==> config.mk <==
export PLATFORM = sky130hd
export DESIGN_NAME = motor_pwm_mmio_flat
export DESIGN_NICKNAME = d
export VERILOG_FILES = /design/src/rtl/motor_pwm_mmio_if.sv /design/src/rtl/motor_pwm_mmio.sv /design/src/flat_wrapper.sv
export SDC_FILE = /design/constraint.sdc
export NUM_CORES = 1
export LEC_CHECK = 0
export CAP_MARGIN = 20
export CORE_UTILIZATION = 60
export CTS_CLUSTER_SIZE = 12
export DETAILED_ROUTE_END_ITERATION = 10
export PLACE_DENSITY = 0.9
export SLEW_MARGIN = 20
export SYNTH_ARGS = -nofsm -noshare
export SYNTH_HDL_FRONTEND = slang
export SYNTH_SLANG_ARGS = --single-unit
export TNS_END_PERCENT = 10
==> constraint.sdc <==
create_clock -name clk -period 10.8 [get_ports clk]
set_input_delay 3.24 -clock clk [delete_from_list [all_inputs] [get_ports clk]]
set_output_delay 3.24 -clock clk [all_outputs]
set_load 0.005 [all_outputs]
==> src/rtl/motor_pwm_mmio_if.sv <==
// sys_bus slave-slot signals between the CPU D-bus decode and a peripheral.
interface motor_pwm_mmio_if;
  logic        bus_sel;
  logic        bus_valid;
  logic        bus_wen;
  logic [31:0] bus_addr;
  logic [31:0] bus_wdata;
  logic [3:0]  bus_wmask;
  logic [31:0] bus_rdata;
  logic        bus_ready;

  modport master (
    output bus_sel, bus_valid, bus_wen, bus_addr, bus_wdata, bus_wmask,
    input  bus_rdata, bus_ready
  );
  modport slave (
    input  bus_sel, bus_valid, bus_wen, bus_addr, bus_wdata, bus_wmask,
    output bus_rdata, bus_ready
  );
endinterface

==> src/rtl/motor_pwm_mmio.sv <==
// Motor-drive MMIO peripheral: two H-bridge PWM channels, two quadrature
// encoder counters and a command watchdog, on a zero-wait-state slave slot.
module motor_pwm_mmio #(
  parameter int unsigned PERIOD_DEFAULT = 2499,
  parameter int unsigned WDT_CYCLES     = 5000000,
  parameter int unsigned CNT_W          = 16
) (
  input  logic            clk,
  input  logic            rst,
  motor_pwm_mmio_if.slave bus,
  output logic            mot_a_in1,
  output logic            mot_a_in2,
  output logic            mot_b_in1,
  output logic            mot_b_in2,
  input  logic            enc_a_pha,
  input  logic            enc_a_phb,
  input  logic            enc_b_pha,
  input  logic            enc_b_phb
);
  localparam logic [2:0] A_CTRL = 3'd0, A_PERIOD = 3'd1, A_DUTYA = 3'd2, A_DUTYB = 3'd3,
                         A_DIR  = 3'd4, A_ENCA   = 3'd5, A_ENCB  = 3'd6, A_STAT  = 3'd7;

  logic             en_q, brake_q, wdt_en_q;
  logic [CNT_W-1:0] period_q, duty_a_q, duty_b_q;
  logic [1:0]       dir_q;
  logic             trip_q, trip_d, err_q, err_d;
  logic [31:0]      wdt_q, wdt_d;
  logic [1:0][31:0] enc_q, enc_d;
  logic [1:0][1:0]  ph_raw, s1_q, s2_q, pv_q, step;
  logic [1:0]       inc, dec, bad;
  logic [CNT_W-1:0] cnt_q, period_sh_q, duty_a_sh_q, duty_b_sh_q;
  logic [1:0]       dir_sh_q, pwm, in1_q, in2_q;
  logic             run, wrap, load_sh, wdt_act, trip_set;
  logic [2:0]       ra;
  logic [31:0]      wm, rmux, merged;
  logic [7:0]       wsel;
  logic             wr, enc_clr, trip_clr, err_clr, wdt_reload;
  logic             unused_addr;

  assign ra          = bus.bus_addr[4:2];
  assign unused_addr = ^{bus.bus_addr[31:5], bus.bus_addr[1:0]};
  assign run         = en_q & ~trip_q;

  // Register readback; also the "old value" that unmasked write bytes keep
  always_comb begin
    rmux = '0;
    case (ra)
      A_CTRL:   rmux = {29'd0, wdt_en_q, brake_q, en_q};
      A_PERIOD: rmux = 32'(period_q);
      A_DUTYA:  rmux = 32'(duty_a_q);
      A_DUTYB:  rmux = 32'(duty_b_q);
      A_DIR:    rmux = {30'd0, dir_q};
      A_ENCA:   rmux = enc_q[0];
      A_ENCB:   rmux = enc_q[1];
      A_STAT:   rmux = {29'd0, run, err_q, trip_q};
      default:  rmux = '0;
    endcase
  end

  assign bus.bus_rdata = bus.bus_sel ? rmux : '0;
  assign bus.bus_ready = bus.bus_valid & bus.bus_sel;

  assign wr     = bus.bus_valid & bus.bus_sel & bus.bus_wen;
  assign wsel   = wr ? (8'd1 << ra) : 8'd0;
  assign wm     = {{8{bus.bus_wmask[3]}}, {8{bus.bus_wmask[2]}},
                   {8{bus.bus_wmask[1]}}, {8{bus.bus_wmask[0]}}};
  assign merged = (rmux & ~wm) | (bus.bus_wdata & wm);

  // CTRL readback bit 3 is 0, so merged[3] is exactly a written 1
  assign enc_clr    = wsel[A_CTRL] & merged[3];
  assign trip_clr   = wsel[A_STAT] & wm[0] & bus.bus_wdata[0];
  assign err_clr    = wsel[A_STAT] & wm[1] & bus.bus_wdata[1];
  assign wdt_reload = wsel[A_DUTYA] | wsel[A_DUTYB] | wsel[A_DIR] | trip_clr;

  // Bus-writable configuration registers
  always_ff @(posedge clk or posedge rst) begin
    if (rst) begin
      {wdt_en_q, brake_q, en_q} <= '0;
      period_q <= CNT_W'(PERIOD_DEFAULT);
      duty_a_q <= '0;
      duty_b_q <= '0;
      dir_q    <= '0;
    end else begin
      if (wsel[A_CTRL])   {wdt_en_q, brake_q, en_q} <= merged[2:0];
      if (wsel[A_PERIOD]) period_q <= merged[CNT_W-1:0];
      if (wsel[A_DUTYA])  duty_a_q <= merged[CNT_W-1:0];
      if (wsel[A_DUTYB])  duty_b_q <= merged[CNT_W-1:0];
      if (wsel[A_DIR])    dir_q    <= merged[1:0];
    end
  end

  // Watchdog: refresh on command writes, trip when the countdown expires
  assign wdt_act  = wdt_en_q & en_q;
  assign trip_set = wdt_act & ~wdt_reload & (wdt_q == 32'd1);
  always_comb begin
    wdt_d = wdt_q;
    if (wdt_reload)                   wdt_d = WDT_CYCLES;
    else if (wdt_act && wdt_q != '0)  wdt_d = wdt_q - 32'd1;
    trip_d = trip_set | (trip_q & ~trip_clr);
  end

  // Quadrature decode: map Gray phase {a,b} to a 2-bit position, diff mod 4
  assign ph_raw = {{enc_b_pha, enc_b_phb}, {enc_a_pha, enc_a_phb}};
  always_comb begin
    for (int c = 0; c < 2; c++) begin
      step[c] = {s2_q[c][1], ^s2_q[c]} - {pv_q[c][1], ^pv_q[c]};
      inc[c]  = (step[c] == 2'd1);
      dec[c]  = (step[c] == 2'd3);
      bad[c]  = (step[c] == 2'd2);
      enc_d[c] = enc_q[c];
      if (enc_clr)     enc_d[c] = '0;
      else if (inc[c]) enc_d[c] = enc_q[c] + 32'd1;
      else if (dec[c]) enc_d[c] = enc_q[c] - 32'd1;
    end
    err_d = (|bad) | (err_q & ~err_clr);
  end

  // Status, watchdog counter, encoder synchronizers and counters
  always_ff @(posedge clk or posedge rst) begin
    if (rst) begin
      trip_q <= 1'b0;
      err_q  <= 1'b0;
      wdt_q  <= WDT_CYCLES;
      s1_q   <= '0;
      s2_q   <= '0;
      pv_q   <= '0;
      enc_q  <= '0;
    end else begin
      trip_q <= trip_d;
      err_q  <= err_d;
      wdt_q  <= wdt_d;
      s1_q   <= ph_raw;
      s2_q   <= s1_q;
      pv_q   <= s2_q;
      enc_q  <= enc_d;
    end
  end

  // PWM counter and shadows; shadows track live values while stopped
  assign wrap    = (cnt_q == period_sh_q);
  assign load_sh = ~run | wrap;
  always_ff @(posedge clk or posedge rst) begin
    if (rst) begin
      cnt_q       <= '0;
      period_sh_q <= '0;
      duty_a_sh_q <= '0;
      duty_b_sh_q <= '0;
      dir_sh_q    <= '0;
    end else begin
      cnt_q <= load_sh ? '0 : cnt_q + CNT_W'(1);
      if (load_sh) begin
        period_sh_q <= period_q;
        duty_a_sh_q <= duty_a_q;
        duty_b_sh_q <= duty_b_q;
        dir_sh_q    <= dir_q;
      end
    end
  end

  assign pwm = {cnt_q < duty_b_sh_q, cnt_q < duty_a_sh_q};

  // H-bridge drive: coast when stopped, brake overrides, else PWM on one leg
  always_ff @(posedge clk or posedge rst) begin
    if (rst) begin
      in1_q <= '0;
      in2_q <= '0;
    end else begin
      for (int c = 0; c < 2; c++) begin
        in1_q[c] <= run & (brake_q | (~dir_sh_q[c] & pwm[c]));
        in2_q[c] <= run & (brake_q | ( dir_sh_q[c] & pwm[c]));
      end
    end
  end

  assign mot_a_in1 = in1_q[0];
  assign mot_a_in2 = in2_q[0];
  assign mot_b_in1 = in1_q[1];
  assign mot_b_in2 = in2_q[1];
endmodule

==> src/flat_wrapper.sv <==
// flat-port wrapper written by rule: the top's interface ports become plain ports
module motor_pwm_mmio_flat 
#(
  parameter int unsigned PERIOD_DEFAULT = 2499,
  parameter int unsigned WDT_CYCLES     = 5000000,
  parameter int unsigned CNT_W          = 16
)
  (clk, rst, mot_a_in1, mot_a_in2, mot_b_in1, mot_b_in2, enc_a_pha, enc_a_phb, enc_b_pha, enc_b_phb, bus_bus_sel, bus_bus_valid, bus_bus_wen, bus_bus_addr, bus_bus_wdata, bus_bus_wmask, bus_bus_rdata, bus_bus_ready);
  motor_pwm_mmio_if bus_i ();
  input  logic clk;
  input  logic rst;
  output logic mot_a_in1;
  output logic mot_a_in2;
  output logic mot_b_in1;
  output logic mot_b_in2;
  input  logic enc_a_pha;
  input  logic enc_a_phb;
  input  logic enc_b_pha;
  input  logic enc_b_phb;
  input wire logic [$bits(bus_i.bus_sel)-1:0] bus_bus_sel;
  input wire logic [$bits(bus_i.bus_valid)-1:0] bus_bus_valid;
  input wire logic [$bits(bus_i.bus_wen)-1:0] bus_bus_wen;
  input wire logic [$bits(bus_i.bus_addr)-1:0] bus_bus_addr;
  input wire logic [$bits(bus_i.bus_wdata)-1:0] bus_bus_wdata;
  input wire logic [$bits(bus_i.bus_wmask)-1:0] bus_bus_wmask;
  output wire logic [$bits(bus_i.bus_rdata)-1:0] bus_bus_rdata;
  output wire logic [$bits(bus_i.bus_ready)-1:0] bus_bus_ready;
  assign bus_i.bus_sel = bus_bus_sel;
  assign bus_i.bus_valid = bus_bus_valid;
  assign bus_i.bus_wen = bus_bus_wen;
  assign bus_i.bus_addr = bus_bus_addr;
  assign bus_i.bus_wdata = bus_bus_wdata;
  assign bus_i.bus_wmask = bus_bus_wmask;
  assign bus_bus_rdata = bus_i.bus_rdata;
  assign bus_bus_ready = bus_i.bus_ready;
  motor_pwm_mmio #(.PERIOD_DEFAULT(PERIOD_DEFAULT), .WDT_CYCLES(WDT_CYCLES), .CNT_W(CNT_W)) u_core (.clk(clk), .rst(rst), .bus(bus_i), .mot_a_in1(mot_a_in1), .mot_a_in2(mot_a_in2), .mot_b_in1(mot_b_in1), .mot_b_in2(mot_b_in2), .enc_a_pha(enc_a_pha), .enc_a_phb(enc_a_phb), .enc_b_pha(enc_b_pha), .enc_b_phb(enc_b_phb));
endmodule
== Yosys cells after proc, flatten, opt, wreduce, memory -nomap -nowiden ==
Index checks and enable logic that the tools add are counted.
W data, S select, Z words.

* Register bits after elaboration: 233
* Latch bits: 0
* Memory bits (writable): 0
* Memory bits (read-only): 0
* Input bits: 77
* Memories: 0

* Add/subtract/negate cells: 8
* Multipliers: 0
* Divide/modulo/power cells: 0
* Order comparisons: 2
* Eq/ne operators: 15
* Shift-type cells: 1
* Mux-type cells: 12
* Bitwise logic cells: 41
* Reduce and logical (&&, ||, !) cells: 11

{| class="wikitable"
|+ Operator list
! kind !! number
|-
| $mux W32 || 9
|-
| $pmux W32 S8 || 1
|-
| $sub A32 B1 Y32 const B || 3
|-
| $add A32 B1 Y32 const B || 2
|-
| $and A16 B16 Y16 || 2
|-
| $eq A32 B1 Y1 const B || 1
|-
| $lt A16 B16 Y1 || 2
|-
| $reduce_bool A32 Y1 || 1
|-
| $and A1 B1 Y1 || 20
|-
| $add A16 B1 Y16 const B || 1
|-
| $eq A16 B16 Y1 || 1
|-
| $mux W16 || 1
|-
| $not A16 Y16 || 1
|-
| $or A16 B16 Y16 || 1
|-
| $eq A3 B3 Y1 const B || 4
|-
| $or A1 B1 Y1 || 10
|-
| $eq A2 B2 Y1 const B || 4
|-
| $mux W8 || 1
|-
| $reduce_xor A2 Y1 || 4
|-
| $shl A1 B3 Y8 const A || 1
|-
| $not A1 Y1 || 7
|-
| $eq A3 B2 Y1 const B || 2
|-
| $reduce_bool A3 Y1 || 2
|-
| $eq A2 B1 Y1 const B || 2
|-
| other kinds (6) || 7
|}

== Longest topological paths before layout ==
* Depth after elaboration: 10
* Mapped depth: 18

== Least setup slack after synthesis ==
OpenSTA, ideal clock, no wires.

* Path kind: input-to-output
* Start: input port bus_bus_addr[3]
* End: output port bus_bus_rdata[18]
* Arrival: 4811 ps
* Required time: 7560 ps
* Path slack: 2749 ps
* Stages: 7
* Path buffers: 3
* Cell sequence: buf_2 -> clkinv_1 -> nor2_1 -> clkbuf_1 -> clkbuf_1 -> a22oi_1 -> nor2_1

* Cells in the longest elaborated chain, start to end: 3
* Elaborated cells on any way between the ends: 10

{| class="wikitable"
|+ Ends and longest elaborated chain
! item !! line !! source
|-
| start: declaration || flat_wrapper.sv:23 || <nowiki>input wire logic [$bits(bus_i.bus_addr)-1:0] bus_bus_addr;</nowiki>
|-
| $eq A3 B3 Y1 (tied with other cells) || motor_pwm_mmio.sv:47 || <nowiki>case (ra)</nowiki>
|-
| $pmux W32 S8 (*) || motor_pwm_mmio.sv:47 ||
|-
| $mux W32 (*) || motor_pwm_mmio.sv:60 || <nowiki>assign bus.bus_rdata = bus.bus_sel ? rmux : '0;</nowiki>
|-
| end: declaration || flat_wrapper.sv:26 || <nowiki>output wire logic [$bits(bus_i.bus_rdata)-1:0] bus_bus_rdata;</nowiki>
|}

Mark *: on every way between the ends. The rest lies on a longest branch, timed or not.

== Final worst setup path ==
* Start: input port bus_bus_addr[4]
* End: output port bus_bus_rdata[12]

The elaborated chain is that of the path after synthesis.

==> impl_results.rst <==
.. list-table::
   :header-rows: 1

   * - Metric
     - Value
   * - Result of the run
     - finished, final reports clean
   * - All-Layer GR Usage
     - 0.303
   * - Slowest cell on crit path
     - sky130_fd_sc_hd__clkdlybuf4s50_1
   * - Gate Count Post-Synth
     - 1511
   * - Data arrival time at the worst-slack endpoint
     - 6190 ps
   * - Flop and latch count out of synthesis
     - 233
   * - DIE WIDTH
     - 158 um
   * - Netlist area before placement
     - 14700 um^2
   * - Num ports
     - 114
   * - Number of max-slew violations in the final report
     - 0
   * - Critical path class
     - primary input to output port
   * - Pwr/cell area
     - 280 nW/um^2
   * - Growth of design area from synthesis to finish
     - 13.2%
   * - Mean instance size in the synthesized netlist
     - 9.71 um^2
   * - Slew at the pin with the worst max-slew slack
     - 1050 ps
   * - Critical Path, Cell by Cell
     - clkdlybuf4s50_1, nor2b_1, a22o_1, a222oi_1, nor2_1, clkdlybuf4s50_1
   * - Number of clock buffers inserted by TritonCTS
     - 26
   * - Biggest fanout along the worst timing path
     - 13
   * - Layout cell share with drive strength beyond 1
     - 0.138
   * - Final WL
     - 37.2 mm
   * - Via-per-instance ratio
     - 6.29
   * - Gp weighted congestion
     - 0.983
   * - Finished Layout Cells
     - 1904
   * - Core ar.
     - 23800 um^2
   * - Static leakage power
     - 7.38 nW
   * - Final cycle utilization of the critical path
     - 0.873
   * - Site Rows
     - 56
   * - Number of hold violations in the final report
     - 0
   * - Full die area
     - 25100 um^2
   * - Global-route wire length before repair
     - 60.0 mm
   * - H-tree levels
     - 1
   * - Largest stage delay on the critical path
     - 980 ps
   * - Post-route clock skew
     - 17.5 ps
   * - Resized Gates After CTS
     - 0
   * - Number of nets in the synthesized netlist
     - 1697
   * - # setup viols final
     - 0
   * - Maximum count of clock buffers along a single path
     - 3
   * - Number of nets in the final layout
     - 1751
   * - Yosys Warn Count
     - 0
   * - Distinct cells, synth
     - 78
   * - Capturing element type of the critical path
     - output port
   * - Post-DP HPWL
     - 25.8 mm
   * - Worst path most repeated cell
     - sky130_fd_sc_hd__clkdlybuf4s50_1
   * - Post-CTS Setup Repair Bufs
     - 0
   * - Final total negative setup slack
     - 0 ps
   * - Path type of the worst min-delay path
     - flip-flop to flip-flop
   * - Kind of cell with the highest combined delay on the critical path
     - buffers and inverters
   * - Antenna Nets Post-Route
     - 0
   * - Category of the worst setup path launch point
     - primary input
   * - Iteration-0 DRC Markers
     - 1045
   * - Quantity of I/O buffers inserted on ports
     - 66
   * - Number of violations of the max-capacitance limit
     - 0
   * - Die boundary height
     - 158 um
   * - Clock transition at the registers of the reported paths
     - 60 ps
   * - Final critical delay including setup and external delays
     - 9430 ps
   * - Number of antenna diodes
     - 0
   * - RSZ-0062 raised after global routing
     - no
   * - Worst max-slew margin expressed relative to the limit
     - 0.301
   * - Share of flip-flops with an asynchronous set or reset after synthesis
     - 1.00
   * - Clock Tree Root
     - sky130_fd_sc_hd__clkbuf_16
   * - Clock Sink Count
     - 233
   * - Worst-skew pair later-pin latency
     - 530 ps
   * - Maximum number of pins on one net before global-route repair
     - 151
   * - Cell count after placement
     - 1856
   * - Effective utilization at floorplan
     - 0.618
   * - Routed len/inst
     - 19.5 um
   * - CTS tree
     - built
   * - Count of hold buffers inserted by post-cts repair
     - 0
   * - Via count
     - 12000
   * - Number of antenna violations at the first check in global routing
     - 0
   * - Req. time, crit path
     - 7560 ps
   * - First drt pass iteration count
     - 6
   * - Congestion Overflow GR
     - 0
   * - Achievable Freq
     - 0.106 GHz
   * - Count of buffering cells on the critical path with inverters included
     - 2
   * - Count of flip-flops with a built-in enable after synthesis
     - 0
   * - Remaining design rule violation count
     - 0
   * - Post-synthesis sequential area ratio
     - 0.398
   * - Worst-case vdd ir drop
     - 159 uV
   * - Via count of the first global-routing pass
     - 11800
   * - Main synth FF type
     - sky130_fd_sc_hd__dfrtp_1
## routing by layer
metal | wire (um) | part of all wire | up-vias | track usage
li1 | - | - | 5497 | -
met1 | 15000 | 0.40 | 5846 | 0.387
met2 | 17600 | 0.47 | 494 | 0.496
met3 | 2550 | 0.069 | 134 | 0.0416
met4 | 2090 | 0.056 | 0 | 0.171
met5 | 0 | 0 | - | 0
## flip-flops by register name, indices dropped and copies added, names as in the netlist
name                flops
u_core.wdt_q           32
u_core.duty_b_q        16
u_core.enc_q           64
u_core.s1_q             4
u_core.s2_q             4
u_core.in1_q            2
u_core.in2_q            2
u_core.cnt_q           16
u_core.trip_q           1
u_core.brake_q          1
u_core.dir_q            2
u_core.duty_a_sh_q     16
u_core.period_q        16
u_core.duty_b_sh_q     16
u_core.pv_q             4
u_core.period_sh_q     16
u_core.dir_sh_q         2
u_core.err_q            1
u_core.wdt_en_q         1
u_core.en_q             1
u_core.duty_a_q        16
## through the flow
stage	hold WS (ps)	instance area [um^2]	setup slack (ps)	util	total power [W]
floorplan	331	14700	1190	-	0.00311
CTS	350	16600	1450	0.699	0.00463
global placement	333	15700	1480	0.660	0.00353
global route	351	16600	1280	0.700	0.00498
finish	346	16600	1370	0.700	0.00466
detailed placement	340	15700	1440	0.660	0.00364
## worst paths after layout
kind / cells past startpoint / slack [ps] / start / endpoint
worst max-delay path: 6 / 1370 / bus_bus_addr[4] / bus_bus_rdata[12]
worst min-delay path: 0 / 350 / u_core.s1_q[2]$_DFF_PP0_ / u_core.s2_q[2]$_DFF_PP0_
worst max register to register: 18 / 5700 / u_core.s2_q[3]$_DFF_PP0_ / u_core.enc_q[63]$_DFFE_PP0P_
worst min register to register: 0 / 350 / u_core.s1_q[2]$_DFF_PP0_ / u_core.s2_q[2]$_DFF_PP0_
max in group asynchronous: 3 / 6270 / rst / u_core.enc_q[6]$_DFFE_PP0P_
min in group asynchronous: 2 / 3250 / rst / u_core.enc_q[43]$_DFFE_PP0P_
## synth_stat cells (all sizes together), types with 4 or more instances
cell,number,area (um^2)
dfrtp,219,5480
nor2,146,548
a21oi,127,639
mux2,110,1240
ha,107,1340
nand2,107,402
xnor2,83,727
o21ai,76,395
inv,69,259
nor3,49,292
clkbuf,37,139
a21o,33,248
nand3,33,170
xor2,33,289
mux2i,25,250
nor2b,23,144
buf,19,78.8
a22oi,18,135
nand4,17,106
and3,14,87.6
dfstp,14,368
or3,14,92.6
nand2b,13,81.3
o211ai,9,72.6
o21a,9,67.6
a222oi,8,80.1
a22o,8,70.1
a211oi,7,57.6
nor4,7,83.8
and2,6,37.5
nor3b,6,61.3
a31oi,5,31.3
and4,5,43.8
a221o,4,40.0
mux4,4,90.1
o21bai,4,30.0
## report_power, final
group	internal [W]	leakage [nW]	switching [W]
registers	0.00113	2.94	0.000263
clock network	0.000590	0.452	0.000355
logic	0.00104	3.99	0.00127
## cells by family (layout without fill, tap and decap cells)
family | count (synthesis) | after routing | share of synthesized area
AND/OR/NAND/NOR | 452 | 452 | 0.154
adder cells (fa/ha/maj) | 109 | 109 | 0.0939
multiplexers | 139 | 139 | 0.108
AO/OA/AOI/OAI | 335 | 335 | 0.144
XOR/XNOR | 116 | 116 | 0.0692
buffers and inverters | 127 | 201 | 0.0330
flip-flops | 233 | 233 | 0.398
## cell type report
type,instances,area [um^2]
clock buffer,43,826
clock inverter,5,103
fill,1638,7130
inverter,71,279
multi-input combinational,1151,8380
sequential,233,5850
tap,319,399
timing repair buffer,82,785
## layout by cell type, fill, tap and decap left out, types with 5 or more instances in the layout
cell                                n
sky130_fd_sc_hd__inv_1             68
sky130_fd_sc_hd__and4_1             5
sky130_fd_sc_hd__nor2_1           143
sky130_fd_sc_hd__clkdlybuf4s50_1   66
sky130_fd_sc_hd__clkbuf_16         27
sky130_fd_sc_hd__dfstp_2           14
sky130_fd_sc_hd__nand2b_1          13
sky130_fd_sc_hd__a31oi_1            5
sky130_fd_sc_hd__and3_1            14
sky130_fd_sc_hd__mux2i_1           25
sky130_fd_sc_hd__a21o_1            33
sky130_fd_sc_hd__or3_1             13
sky130_fd_sc_hd__a222oi_1           8
sky130_fd_sc_hd__o211ai_1           8
sky130_fd_sc_hd__mux2_2           110
sky130_fd_sc_hd__o21a_1             9
sky130_fd_sc_hd__o21ai_0           65
sky130_fd_sc_hd__nand2_1          107
sky130_fd_sc_hd__a22oi_1           18
sky130_fd_sc_hd__buf_4             15
sky130_fd_sc_hd__and2_1             6
sky130_fd_sc_hd__nand3_1           32
sky130_fd_sc_hd__clkbuf_1           7
sky130_fd_sc_hd__o21ai_1            9
sky130_fd_sc_hd__dfrtp_1          219
sky130_fd_sc_hd__ha_1             107
sky130_fd_sc_hd__nor2b_1           23
sky130_fd_sc_hd__nor3_2             5
sky130_fd_sc_hd__nor3_1            41
sky130_fd_sc_hd__clkbuf_8           9
sky130_fd_sc_hd__a22o_1             8
sky130_fd_sc_hd__nand4_1           17
sky130_fd_sc_hd__xnor2_1           83
sky130_fd_sc_hd__a21oi_1          126
sky130_fd_sc_hd__a211oi_1           6
sky130_fd_sc_hd__xor2_1            33
Power figures use the tool's default switching activity.
